<file path="src/rtl/mem_access_ctrl.sv">
// MEM-stage sequencer: decodes EX/MEM memory control, runs a req/ack handshake
// with variable-latency data memory, stalls the pipeline, and traps access faults.
module mem_access_ctrl #(
  parameter int TIMEOUT = 255,
  parameter int CNT_W   = 16
) (
  input  logic        clock,
  input  logic        reset_n,
  input  logic [2:0]  Mreg,
  input  logic [31:0] ALUreg,
  input  logic [31:0] WriteDataOut,
  output logic        dmem_req,
  output logic        dmem_we,
  output logic [31:0] dmem_addr,
  output logic [31:0] dmem_wdata,
  input  logic        dmem_ack,
  input  logic [31:0] dmem_rdata,
  output logic        stall,
  output logic [31:0] load_data,
  output logic        load_valid,
  output logic        err,
  output logic [1:0]  err_code
);

  typedef enum logic [1:0] {IDLE, ACCESS, DONE, ERROR} state_t;

  localparam logic [CNT_W-1:0] CNT_LAST = CNT_W'(TIMEOUT - 1);

  state_t           state;
  logic [CNT_W-1:0] cnt;
  logic             access;
  logic             unused_branch;

  assign access        = Mreg[1] | Mreg[0];
  assign unused_branch = Mreg[2];

  // Reset gates the IDLE term so a pending access cannot stall during reset.
  assign stall = (state == IDLE && access && reset_n) || state == ACCESS || state == ERROR;

  always_ff @(posedge clock or negedge reset_n) begin
    if (!reset_n) begin
      state      <= IDLE;
      cnt        <= '0;
      dmem_req   <= 1'b0;
      dmem_we    <= 1'b0;
      dmem_addr  <= '0;
      dmem_wdata <= '0;
      load_data  <= '0;
      load_valid <= 1'b0;
      err        <= 1'b0;
      err_code   <= 2'b00;
    end else begin
      load_valid <= 1'b0;
      case (state)
        IDLE: begin
          if (access) begin
            if (Mreg[1] && Mreg[0]) begin
              state    <= ERROR;
              err      <= 1'b1;
              err_code <= 2'b11;
            end else if (ALUreg[1:0] != 2'b00) begin
              state    <= ERROR;
              err      <= 1'b1;
              err_code <= 2'b01;
            end else begin
              state      <= ACCESS;
              cnt        <= '0;
              dmem_req   <= 1'b1;
              dmem_we    <= Mreg[0];
              dmem_addr  <= ALUreg;
              dmem_wdata <= WriteDataOut;
            end
          end
        end
        ACCESS: begin
          // An ack on the timeout boundary still completes the access.
          if (dmem_ack) begin
            dmem_req <= 1'b0;
            state    <= DONE;
            if (!dmem_we) begin
              load_data  <= dmem_rdata;
              load_valid <= 1'b1;
            end
          end else if (cnt == CNT_LAST) begin
            dmem_req <= 1'b0;
            state    <= ERROR;
            err      <= 1'b1;
            err_code <= 2'b10;
          end else begin
            cnt <= cnt + 1'b1;
          end
        end
        DONE:    state <= IDLE;
        ERROR:   state <= ERROR;
        default: state <= IDLE;
      endcase
    end
  end

endmodule

</file>
<file path="config.mk">
export PLATFORM = sky130hd
export DESIGN_NAME = mem_access_ctrl
export DESIGN_NICKNAME = d
export VERILOG_FILES = /design/src/rtl/mem_access_ctrl.sv
export SDC_FILE = /design/constraint.sdc
export NUM_CORES = 1
export LEC_CHECK = 0
export CAP_MARGIN = 20
export CORE_ASPECT_RATIO = 0.5
export CORE_MARGIN = 1
export CORE_UTILIZATION = 47
export CTS_CLUSTER_DIAMETER = 50
export CTS_CLUSTER_SIZE = 12
export DETAILED_ROUTE_END_ITERATION = 8
export GPL_TIMING_DRIVEN = 0
export PLACE_DENSITY = 0.86
export SLEW_MARGIN = 40
export SYNTH_ARGS = -nofsm -noshare
export SYNTH_HDL_FRONTEND = slang
export SYNTH_SLANG_ARGS = --single-unit
</file>
<file path="constraint.sdc">
create_clock -name clock -period 2.8 [get_ports clock]
set_input_delay 0.56 -clock clock [delete_from_list [all_inputs] [get_ports clock]]
set_output_delay 0.56 -clock clock [all_outputs]
set_load 0.05 [all_outputs]
</file>
# Word-level counts from Yosys, hierarchy flattened
# Cells that the tools add are included.
[word_totals] in_bits=102 regBits=120 wordCells=74
[op_classes] n_mux=33 n_reduce_logical=14 eq_ne=12 add_sub_neg=1 n_bitwise=4
[ops] operator="two-way mux 16 bit" n=5
[ops] operator="case mux 16 bit (2 select lines)" n=1
[ops] operator="two-way mux 2 bit" n=10
[ops] operator="adder 16 x 1 -> 16 bit, second input constant" n=1
[ops] operator="== test 16 x 8 -> 1 bit, second input constant" n=1
[ops] operator="two-way mux 1 bit" n=13
[ops] operator="inequality test 2 bit, second input constant" n=5
[ops] operator="AND reduction 5 bit" n=2
[ops] operator="case mux 2 bit (4 select lines)" n=1
[ops] operator="AND reduction 6 bit" n=1
[ops] operator="== test 2 bit, second input constant" n=2
[ops] operator="case mux 1 bit (2 select lines)" n=2
[ops] operator="case mux 2 bit (2 select lines)" n=1
[ops] operator="AND reduction 4 bit" n=1
[ops] operator="nonzero test 2 bit" n=2
[ops] operator="logical AND 1 bit" n=3
[ops] operator="inequality test 3 x 1 -> 1 bit, second input constant" n=1
[ops] operator="inequality test 3 x 2 -> 1 bit, second input constant" n=1
[ops] operator="NOT 1 bit" n=3
[ops] operator="AND reduction 3 bit" n=1
[ops] operator="== test 2 x 1 -> 1 bit, second input constant" n=1
[ops] operator="zero test 2 bit" n=1
[ops] operator="logical OR 1 bit" n=2
[ops] operator="inequality test 2 x 1 -> 1 bit, second input constant" n=1
[ops] operator="other kinds (2)" n=2

# Logic depth before layout (Yosys ltp)
[depth] depth_word=5 depth_mapped=7 ltp_nobuf=6

# Worst setup path after synthesis
# No wires, ideal clock.
[synth_timing] path_type="input port to flip-flop" from="input dmem_ack" to="register load_data[0]" slack_ps=905 setup_ps=125 arrival_ps=1770 required_ps=2675 cell_stages=4 cell_sequence="clkbuf_1 -> nor3b_2 -> buf_2 -> mux2_2"
[synth_via] elab_chain_len=1
[synth_rtl] item="start: declaration" line_no="16" rtl="input logic dmem_ack,"
[synth_rtl] item="AND reduction 3 bit (no source line)"
[synth_rtl] item="end signal: assignment" line_no="81" rtl="load_data <= dmem_rdata;"
[synth_rtl] item="end: declaration" line_no="19" rtl="output logic [31:0] load_data,"
# Every way passes these cells.
# A chain may end at the register's enable or synchronous reset.

# Worst setup path in the final report
[layout_timing] from="input Mreg[0]" to="output stall"
[layout_via] elab_chain_len=5
[layout_rtl] item="start: declaration" line_no="9" rtl="input logic [2:0] Mreg,"
[layout_rtl] item="bitwise OR 1 bit" line_no="34" rtl="assign access = Mreg[1] | Mreg[0];"
[layout_rtl] item="logical AND 1 bit (2 in series)" line_no="38" rtl="assign stall = (state == IDLE && access && reset_n) || state == ACCESS || state == ERROR;"
[layout_rtl] item="logical OR 1 bit (2 in series)" line_no="38"
[layout_rtl] item="end: declaration" line_no="18" rtl="output logic stall,"
# Every way passes these cells.

==> metrics <==
Synth area leader dfrtp_1; cell count after synthesis roughly 360; largest net degree at the start of global routing 70; kind of critical path in2out; I/O pin cnt between 200 and 250; ANT cells 0; CTS clock-pin slew for the worst setup and hold paths about 60 ps; f_max around 380 MHz; Via density between 5 and 6; status finished clean; Post-CTS Setup Bufs 0; Period minus WS final around 2700 ps; initial antenna violation count 0; vias in the first global route about 4200; Worst setup SP type input port; layout cells sized above 1 between 20 and 25%; first-pass iteration count of the detailed router 4; Worst Max-Slew Pin Slew 744 ps; DR iter-0 viols roughly 200; GPL Wtd Cong between 0.8 and 0.9; Syn-to-layout area delta 57.1%; Die Span Y roughly 76 um; critical path arrival 2090 ps; clk sinks 120; CTS H-tree depth 4; Critical Path RT 2240 ps; initial core utilization about half; Pleak 0.00348 uW; top area cells in the synthesized netlist dfrtp_1, mux2_2, mux2_4; fill count 664; Warnings, synthesis 0; via count slightly below 4000; Synth cell types between 40 and 50; antenna-violating nets left 0; syn nets approximately 470; unrepaired setup endpoints after global routing false; Routed WL roughly 14000 um; Critical R2R Launch cnt[0]$_DFFE_PN0P_; grt ovf 0; Syn Area/Cell around 14 um^2; Cell Count, Final, Fillers Out about 740; post-DP HPWL ~9500 um; Pwr Density approximately 1300 nW/um^2; Tot GR Track Use about 25%; EDFF count, synth 0; buffer depth of the longest clock path 2; Die ar. approximately 11000 um^2; FF+latch count, synth 120; peak supply drop 876 uV; Register Area approximately 3000 um^2; sequential fraction of the synthesis area 59.1%; Placed Instances just over 700; max cap viols 0; total power roughly 11000 uW; Critical Path Start Mreg[0]; CP cell instances clkdlybuf4s50_1, nor2_1, nor2_1, nand2_1, nand2_1, dlygate4sd2_1; row count 26; slew margin rel. 49.8%; period utilization 94.7%; chip width ~150 um; Slowest-stage cell, CP clkdlybuf4s50_1; Async SR Flop Fraction 100%; DRC 0; Buffers & Inverters on Critical Path 2; Skew-Pair Late Insertion Delay roughly 410 ps; Port Buf Inserts 201; cts bufs inserted 17; multi-input gate area in the final layout 1930 um^2; maximum fanout along the worst path 6; Root Buffer clkbuf_16; Slew Viols, Final 0; hold buffers post-CTS 0; CORE AREA slightly above 10000 um^2; worst stage delay on the critical path ~600 ps; Hold Crit Class in2async; ys flop type dfrtp_1; Final nets 687; cell family with most CP delay buffers and inverters; first-pass GRT wire length roughly 21000 um; post-DR wirelength/cell roughly 19 um; Setup-failing EPs final 0; Netlist Area Pre-Place roughly 5100 um^2; crit path capture type output port; Synth top area share 59.1%; final hold vios 0; worst clock skew ~8 ps; CTS tree built
[cells in the mapped netlist, types with 6 or more instances]
| cell type | instances |
|---|---|
| a21oi_1 | 9 |
| buf_2 | 8 |
| buf_6 | 7 |
| dfrtp_1 | 120 |
| mux2_1 | 20 |
| mux2_2 | 58 |
| mux2_4 | 16 |
| nand2_1 | 23 |
| nand3_1 | 6 |
| nor2_1 | 11 |
| o21ai_0 | 8 |
[state kept, by name (all words and copies together), names as in the netlist]
| register | count |
|---|---|
| err | 1 |
| dmem_wdata | 32 |
| dmem_addr | 32 |
| load_data | 32 |
| state | 2 |
| dmem_we | 1 |
| cnt | 16 |
| dmem_req | 1 |
| load_valid | 1 |
| err_code | 2 |
[layer usage]
| metal | up-vias | global-route usage (%) | part of all wire [%] | wire length, um |
|---|---|---|---|---|
| li1 | 1761 | - | - | - |
| met1 | 1974 | 28.5 | 38 | 5330 |
| met2 | 138 | 46.4 | 53 | 7400 |
| met3 | 34 | 6.41 | 5.5 | 761 |
| met4 | 0 | 11.8 | 2.8 | 395 |
| met5 | - | 0 | 0 | 0 |
[worst register-to-register path: stages (launching register included)]
cell and delay, ps:
dfrtp_1 410, inv_1 120, ha_1 150, nor3b_1 490, a41oi_1 450, nor4b_1 290
a211o_1 250
[kinds of logic (layout without fill, tap and decap cells)]
kind of cell | after synthesis | in the layout | share of synthesized area [%]
xor gates and xnor gates | 1 | 1 | 0.172
muxes | 97 | 97 | 22.6
buffers and inverters | 24 | 257 | 3.00
AOI/OAI and AO/OA | 41 | 41 | 5.63
adders and majority gates | 2 | 2 | 0.492
DFF | 120 | 120 | 59.1
and+or+nand+nor | 77 | 77 | 9.06
[placed cells by master, fill, tap and decap left out, types with 6 or more instances in the layout]
cell type,Yosys,layout
clkdlybuf4s50_1,0,199
dfrtp_1,120,120
mux2_2,58,58
nand2_1,23,23
mux2_1,20,20
clkbuf_16,0,17
mux2_4,16,16
nor2_1,11,11
a21oi_1,9,9
buf_2,8,8
o21ai_0,8,8
buf_6,7,7
bufinv_16,0,7
nand3_1,6,6
[report_power, final]
part	total, uW	internal [uW]	switching, uW
registers	2910	2450	456
logic	5120	1900	3230
clock network	2540	1750	788
total	10600	6100	4470
[worst paths after layout]
path	slack [ps]	to	depth (start not counted)
setup / recovery	150	stall	6
hold / removal	50	dmem_wdata[11]$_DFFE_PN0P_	1
setup reg to reg	540	cnt[10]$_DFFE_PN0P_	6
hold reg to reg	480	err$_DFFE_PN0P_	1
max in group asynchronous	2150	dmem_addr[22]$_DFFE_PN0P_	2
min in group clock	480	err$_DFFE_PN0P_	1
[layout make-up]
type                            instances  area share, %
Clock buffer                           18           5.37
Clock inverter                         13           3.15
Timing Repair Buffer                  202           25.6
Inverter                                5          0.235
Multi-Input combinational cell        218           24.2
Buffer                                 19           1.68
Tap cell                              140           2.19
Sequential cell                       120           37.6
[repair_timing]
| item | in CTS | in global routing |
|---|---|---|
| setup endpoints to repair | 1 | 0 |
| resized for setup | 2 | 0 |
| endpoints found under the hold margin | 0 | 0 |
[through the flow]
step	utilization, %	TNS (ps)	instance area (um^2)	hold slack (ps)	setup slack (ps)
2_1_floorplan	-	0	5080	264	905
3_3_place_gp	70.3	-433830	7270	454	-4020
3_5_place_dp	70.6	-111	7300	453	-111
4_1_cts	77.2	0	7990	62.2	169
5_1_grt	77.2	0	7990	72.5	49.6
6_report	77.2	0	7990	52.9	150
Note: power is estimated with default switching activity, not from simulation.
